**config.mk**
```make
export PLATFORM = sky130hd
export DESIGN_NAME = crc_engine
export DESIGN_NICKNAME = d
export VERILOG_FILES = /design/src/rtl/crc_engine.sv
export SDC_FILE = /design/constraint.sdc
export NUM_CORES = 1
export LEC_CHECK = 0
export BUFFER_PORTS_ARGS = -buffer_cell sky130_fd_sc_hd__buf_4
export CAP_MARGIN = 20
export CORE_MARGIN = 4
export CORE_UTILIZATION = 55
export DETAILED_ROUTE_END_ITERATION = 7
export PLACE_DENSITY = 0.79
export SYNTH_ARGS = -nofsm -noshare
export SYNTH_HDL_FRONTEND = slang
export SYNTH_SLANG_ARGS = --single-unit
```
**constraint.sdc**
```tcl
create_clock -name crcinclk -period 2 [get_ports crcinclk]
set_input_delay 0.1 -clock crcinclk [delete_from_list [all_inputs] [get_ports crcinclk]]
set_output_delay 0.1 -clock crcinclk [all_outputs]
set_load 0.01 [all_outputs]
```
**src/rtl/crc_engine.sv**
```systemverilog
// crc_engine: serial MSB-first CRC generator/checker with a residue flag and
// step-handshaked serial output of the (optionally complemented) CRC.
module crc_engine #(
    parameter int unsigned      WIDTH      = 5,
    parameter logic [WIDTH-1:0] POLY       = 5'h09,
    parameter logic [WIDTH-1:0] INIT       = 5'h09,
    parameter logic [WIDTH-1:0] RESIDUE    = 5'h00,
    parameter bit               OUT_INVERT = 1'b0,
    parameter int unsigned      CNT_W      = 16
) (
    input  logic             crcinclk,
    input  logic             reset_n,
    input  logic             start,
    input  logic             bit_valid,
    input  logic             crcbitin,
    input  logic             out_start,
    input  logic             out_step,
    output logic [WIDTH-1:0] crc,
    output logic             crc_ok,
    output logic [CNT_W-1:0] bitcount,
    output logic             crcbitout,
    output logic             out_valid,
    output logic             out_done
);

    localparam int unsigned         SCNT_W    = $clog2(WIDTH + 1);
    localparam logic [SCNT_W-1:0]   SCNT_LAST = SCNT_W'(WIDTH - 1);
    localparam logic [WIDTH-1:0]    OUT_MASK  = {WIDTH{OUT_INVERT}};

    typedef enum logic [1:0] {
        ST_IDLE  = 2'd0,
        ST_ACCUM = 2'd1,
        ST_SHIFT = 2'd2
    } state_e;

    state_e             state_q, state_d;
    logic [WIDTH-1:0]   crc_q, crc_d;
    logic [CNT_W-1:0]   bitcount_q, bitcount_d;
    logic [WIDTH-1:0]   sreg_q, sreg_d;
    logic [SCNT_W-1:0]  scnt_q, scnt_d;
    logic               out_valid_q, out_valid_d;
    logic               out_done_q, out_done_d;
    logic [WIDTH-1:0]   fold_s;

    function automatic logic [WIDTH-1:0] crc_fold(input logic [WIDTH-1:0] cur,
                                                  input logic din);
        logic fb;
        fb = din ^ cur[WIDTH-1];
        return {cur[WIDTH-2:0], 1'b0} ^ (fb ? POLY : {WIDTH{1'b0}});
    endfunction

    function automatic logic [CNT_W-1:0] sat_inc(input logic [CNT_W-1:0] cnt);
        return (cnt == {CNT_W{1'b1}}) ? cnt : cnt + {{(CNT_W-1){1'b0}}, 1'b1};
    endfunction

    assign fold_s = crc_fold(crc_q, crcbitin);

    // Next-state logic; start overrides everything, and a bit folded on the
    // out_start edge is included in the value loaded for serial output.
    always_comb begin
        state_d     = state_q;
        crc_d       = crc_q;
        bitcount_d  = bitcount_q;
        sreg_d      = sreg_q;
        scnt_d      = scnt_q;
        out_valid_d = out_valid_q;
        out_done_d  = 1'b0;
        if (start) begin
            crc_d       = bit_valid ? crc_fold(INIT, crcbitin) : INIT;
            bitcount_d  = {{(CNT_W-1){1'b0}}, bit_valid};
            sreg_d      = {WIDTH{1'b0}};
            scnt_d      = {SCNT_W{1'b0}};
            out_valid_d = 1'b0;
            state_d     = bit_valid ? ST_ACCUM : ST_IDLE;
        end else begin
            case (state_q)
                ST_IDLE, ST_ACCUM: begin
                    if (bit_valid) begin
                        crc_d      = fold_s;
                        bitcount_d = sat_inc(bitcount_q);
                        state_d    = ST_ACCUM;
                    end else begin
                        state_d    = state_q;
                    end
                    if (out_start) begin
                        sreg_d      = crc_d ^ OUT_MASK;
                        scnt_d      = {SCNT_W{1'b0}};
                        out_valid_d = 1'b1;
                        state_d     = ST_SHIFT;
                    end else begin
                        out_valid_d = 1'b0;
                    end
                end
                ST_SHIFT: begin
                    if (out_step && out_valid_q) begin
                        sreg_d = {sreg_q[WIDTH-2:0], 1'b0};
                        scnt_d = scnt_q + {{(SCNT_W-1){1'b0}}, 1'b1};
                        if (scnt_q == SCNT_LAST) begin
                            out_valid_d = 1'b0;
                            out_done_d  = 1'b1;
                            state_d     = ST_IDLE;
                        end else begin
                            out_valid_d = 1'b1;
                        end
                    end else begin
                        out_valid_d = out_valid_q;
                    end
                end
                default: begin
                    out_valid_d = 1'b0;
                    state_d     = ST_IDLE;
                end
            endcase
        end
    end

    // State and datapath registers.
    always_ff @(posedge crcinclk or negedge reset_n) begin
        if (!reset_n) begin
            state_q     <= ST_IDLE;
            crc_q       <= INIT;
            bitcount_q  <= {CNT_W{1'b0}};
            sreg_q      <= {WIDTH{1'b0}};
            scnt_q      <= {SCNT_W{1'b0}};
            out_valid_q <= 1'b0;
            out_done_q  <= 1'b0;
        end else begin
            state_q     <= state_d;
            crc_q       <= crc_d;
            bitcount_q  <= bitcount_d;
            sreg_q      <= sreg_d;
            scnt_q      <= scnt_d;
            out_valid_q <= out_valid_d;
            out_done_q  <= out_done_d;
        end
    end

    assign crc       = crc_q;
    assign crc_ok    = (crc_q == RESIDUE);
    assign bitcount  = bitcount_q;
    assign crcbitout = sreg_q[WIDTH-1];
    assign out_valid = out_valid_q;
    assign out_done  = out_done_q;

endmodule

```
== Word level (Yosys, flattened, before mapping) ==
Cells that the tools add are included.
Word-level totals
  flip-flop bits (word level): 33
  bits of input ports: 7
Operators by class
  add/subtract/negate cells: 2
  equal/unequal tests: 9
  mux-type cells: 34
  bitwise gates (word level): 3
  reductions and logical operators: 10
Operators with widths (number)
  16-bit two-way mux: 4
  5-bit two-way mux: 7
  16-bit by 1-bit adder with 16-bit output, second input constant: 1
  16-bit equality test, second input constant: 1
  2-bit two-way mux: 5
  5-bit case mux with 2 select lines: 1
  1-bit two-way mux: 9
  3-bit two-way mux: 3
  3-bit != test, second input constant: 3
  3-bit AND reduction: 3
  4-bit two-way mux: 2
  3-bit case mux with 2 select lines: 1
  5-bit logical NOT: 1
  5-bit by 4-bit XOR with 5-bit output: 1
  4-bit != test, second input constant: 1
  2-bit case mux with 2 select lines: 1
  2-bit nonzero test: 2
  3-bit by 1-bit adder with 3-bit output, second input constant: 1
  3-bit equality test, second input constant: 1
  3-bit nonzero test: 1
  2-bit by 1-bit equality test with 1-bit output, second input constant: 1
  2-bit equality test, second input constant: 1
  2-bit logical NOT: 1
  2-bit != test, second input constant: 1
  other kinds (5): 5

== Logic depth before layout (Yosys ltp) ==
  depth in word-level cells: 7
  depth in mapped cells: 6

== Worst setup path after synthesis ==
OpenSTA, ideal clock, no wires.
  path kind: reg2reg
  from: register bitcount_q[0], in the netlist bitcount[0]
  to: register bitcount_q[1], in the netlist bitcount[1]
  setup time: 0.120 ns
  arrival: 1.676 ns
  required time: 1.880 ns
  slack: 0.204 ns
  stages on the path, launching flop included: 6
  path buffers: 0
  path through: dfrtp_1 -> ha_1 -> nand3_1 -> nor4_2 -> a311oi_1 -> a31o_2
On the way
  longest elaborated chain between the ends: 5
Ends and longest elaborated chain
  from (decl): RTL line 38  | logic [CNT_W-1:0] bitcount_q, bitcount_d;
  from (signal assigned): RTL line 122  | bitcount_q <= {CNT_W{1'b0}};
  from (signal assigned): RTL line 130  | bitcount_q <= bitcount_d;
  16-bit by 1-bit adder with 16-bit output: RTL line 53  | return (cnt == {CNT_W{1'b1}}) ? cnt : cnt + {{(CNT_W-1){1'b0}}, 1'b1};
  16-bit two-way mux: RTL line 53
  16-bit two-way mux: RTL line 78  | if (bit_valid) begin
  16-bit two-way mux: RTL line 76  | case (state_q)
  16-bit two-way mux: RTL line 68  | if (start) begin
Parallel ways exist; a longest one is shown, timed or not. The select of a mux whose other input is x is not followed.
A chain may end at the register's enable or synchronous reset.

== Worst setup path in the final report ==
  from: register bitcount_q[0], in the netlist bitcount[0]
  to: register bitcount_q[0], in the netlist bitcount[0]
Same word-level chain as after synthesis.

==> results.json <==
{
  "rsz0062_at_grt": "no",
  "crit_path_end_kind": "flop",
  "drc": 0,
  "rrSetupSlack_ns": 0.19,
  "max_freq_ghz": 0.554,
  "holdWs_ns": 0.0271,
  "cts_buffers": 5,
  "synth_area_leaders": "dfrtp_1 41%, o21ai_0 5.4%, nand2_1 4.0%",
  "relSlewSlack_pct": 65.8,
  "cts.sinks": 33,
  "hold_class": "in2reg",
  "async_flop_share_pct": 100,
  "r2r-end": "bitcount[0]$_DFFE_PN0P_",
  "die_area_um2": 4400,
  "start_util_pct": 59.3,
  "drive_gt1_share_pct": 23.4,
  "post-place-ws_ns": 0.173,
  "netlist_area_um2": 1870,
  "place.gp.congestion": 0.824,
  "fp.dieH_um": 66.3,
  "power_mw": 1.36,
  "io_buffer_count": 31,
  "hold_violations": 0,
  "drt-total-wl_um": 4370,
  "post_cts_buffers": 0,
  "grtUsageTotal_pct": 21.5,
  "area_delta_synth_final_pct": 19.7,
  "num_io_pins": 32,
  "antenna_found_initial": 0,
  "dr_total_vias": 1654,
  "irDropWorstVdd_mv": 0.405,
  "cts_tree": "built",
  "yosysTopAreaCellShare_pct": 41.5,
  "ys_types": 45,
  "synth.net_count": 208,
  "row_count": 20,
  "netlist.top_cell.by_area": "dfrtp_1",
  "fin_crit_ns": 1.81,
  "status": "finished clean",
  "cap_viol_max_count": 0,
  "synth_cells": 198,
  "hold_depth": 3,
  "final_core_util_pct": 71.0,
  "rr_startpoint": "bitcount[0]$_DFFE_PN0P_",
  "cts_max_level": 2,
  "clk_latency_ns": 0.33,
  "synth_top_flop_cell": "dfrtp_1",
  "grt_max_degree": 38,
  "hp-start": "out_start",
  "fin_cells": 279,
  "finalSetupTns_ns": 0,
  "yosys-top-cells-count": "31 x dfrtp_1, 20 x nand2_1, 20 x o21ai_0",
  "gr-total-overflow": 0,
  "cts.clk_slew.worst_paths_ns": 0.10,
  "vias_per_cell": 5.93,
  "die_w_um": 66.3,
  "finalSetupViolCount": 0,
  "layout_worst_path_cycle_share_pct": 90.3,
  "root_buffer": "clkbuf_4",
  "ys_seq_elements": 33,
  "crit_path_max_fanout": 5,
  "dp_cells": 270,
  "cp.required_ns": 2.23,
  "firstDrtPassIters": 4,
  "wl_per_cell_um": 15.6,
  "final_antenna_net_count": 0,
  "cts_buffer_depth": 2,
  "dpl.hpwl_um": 3170,
  "arrival_ns": 2.04,
  "fin_ws_ns": 0.194,
  "yosys_warnings": 0,
  "yosys.cell_count.top_type": "dfrtp_1",
  "yosysSeqAreaShare_pct": 44.3,
  "hold_end": "state_q[0]$_DFFE_PN0P_",
  "synth_edf_count": 0,
  "slew_viol_final": 0,
  "startpoint_type": "flop",
  "synth_area_per_cell_um2": 9.45,
  "clock_skew_ns": 0.00570,
  "r2r_cells": 6,
  "powerDensity_nw_per_um2": 610,
  "drt-initial-drc-count": 86,
  "placed_area_um2": 2170,
  "first_global_vias": 1684,
  "criticalPathCategory": "reg2reg",
  "final_area_um2": 2240,
  "tightest_slew_ns": 0.513,
  "grt_pass1_wl_um": 7280,
  "coreArea_um2": 3150,
  "antenna_cells": 0,
  "fin_nets": 244,
  "leakagePower_nw": 1.02
}
-- flip-flops by register name, indices dropped and copies added (netlist names) --
signal     flops
crc            5
bitcount      16
out_valid      1
state_q        2
scnt_q         3
sreg_q         5
out_done       1
-- repair_timing --
| item | in CTS | in global routing |
|---|---|---|
| hold buffers | 1 | 0 |
| gates resized for setup | 0 | 1 |
| endpoints found under the hold margin | 31 | 0 |
| setup endpoints to repair | 0 | 1 |
-- report_power, final --
part | leakage [nW] | switching [mW] | internal, mW | total (mW)
clock network | 0.0265 | 0.216 | 0.140 | 0.356
logic | 0.552 | 0.141 | 0.116 | 0.257
registers | 0.437 | 0.0433 | 0.708 | 0.752
total | 1.02 | 0.400 | 0.964 | 1.36
-- layer usage --
| layer | track usage [%] | vias up | part of all wire [%] |
|---|---|---|---|
| met2 | 40.3 | 33 | 53 |
| met5 | 0 | - | 0 |
| li1 | - | 779 | - |
| met1 | 23.1 | 833 | 42 |
| met4 | 9.39 | 0 | 1.7 |
| met3 | 3.91 | 9 | 3.6 |
-- layout make-up --
class / count / area [um^2]
clock buffers: 8 / 48.8
fillers: 255 / 915
inverters: 7 / 26.3
multi-input cells: 147 / 977
flip-flops and latches: 33 / 828
well taps: 44 / 55.1
repair buffers: 40 / 303
-- critical path: stages, from the launching register on --
cell	delay (ns)
dfrtp_1	0.38
ha_1	0.25
nand3_2	0.16
nor4_2	0.33
buf_4	0.19
a311oi_1	0.09
a311oi_1	0.30
-- worst max-delay path by stage --
stage                                  from                  endpoint  slack [ns]  cells past startpoint
detailed placement  bitcount[0]$_DFFE_PN0P_   bitcount[0]$_DFFE_PN0P_        0.17                      6
finish              bitcount[0]$_DFFE_PN0P_   bitcount[0]$_DFFE_PN0P_        0.19                      6
global placement     state_q[1]$_DFFE_PN0P_  bitcount[13]$_DFFE_PN0P_        0.26                      4
CTS                 bitcount[0]$_DFFE_PN0P_   bitcount[0]$_DFFE_PN0P_        0.13                      6
floorplan           bitcount[0]$_DFFE_PN0P_   bitcount[1]$_DFFE_PN0P_        0.20                      5
global route        bitcount[0]$_DFFE_PN0P_   bitcount[0]$_DFFE_PN0P_        0.05                      6
-- layout by cell type (no fill, tap or decap), types with 4 or more instances in the layout --
| master | netlist | routed |
|---|---|---|
| xnor2_1 | 8 | 8 |
| a21oi_1 | 11 | 11 |
| nor2b_1 | 7 | 7 |
| buf_4 | 0 | 39 |
| nand2b_1 | 4 | 4 |
| nand2_1 | 20 | 20 |
| inv_1 | 7 | 7 |
| nand3_1 | 5 | 4 |
| nor3_1 | 5 | 5 |
| o21ai_0 | 20 | 20 |
| clkbuf_4 | 0 | 5 |
| dfrtp_1 | 31 | 31 |
| nor2_1 | 13 | 13 |
| mux2i_1 | 7 | 7 |
| nor4_1 | 4 | 4 |
-- cell families (layout without fill, tap and decap cells) --
| logic type | after synthesis | after routing | synth area share [%] |
|---|---|---|---|
| AO/OA/AOI/OAI | 50 | 50 | 16.9 |
| XOR/XNOR | 11 | 11 | 5.15 |
| adder cells (fa/ha/maj) | 3 | 3 | 2.01 |
| buffers and inverters | 18 | 55 | 3.75 |
| flip-flops | 33 | 33 | 44.3 |
| multiplexers | 7 | 7 | 3.75 |
| AND/OR/NAND/NOR | 76 | 76 | 24.1 |
Power figures use the tool's default switching activity.
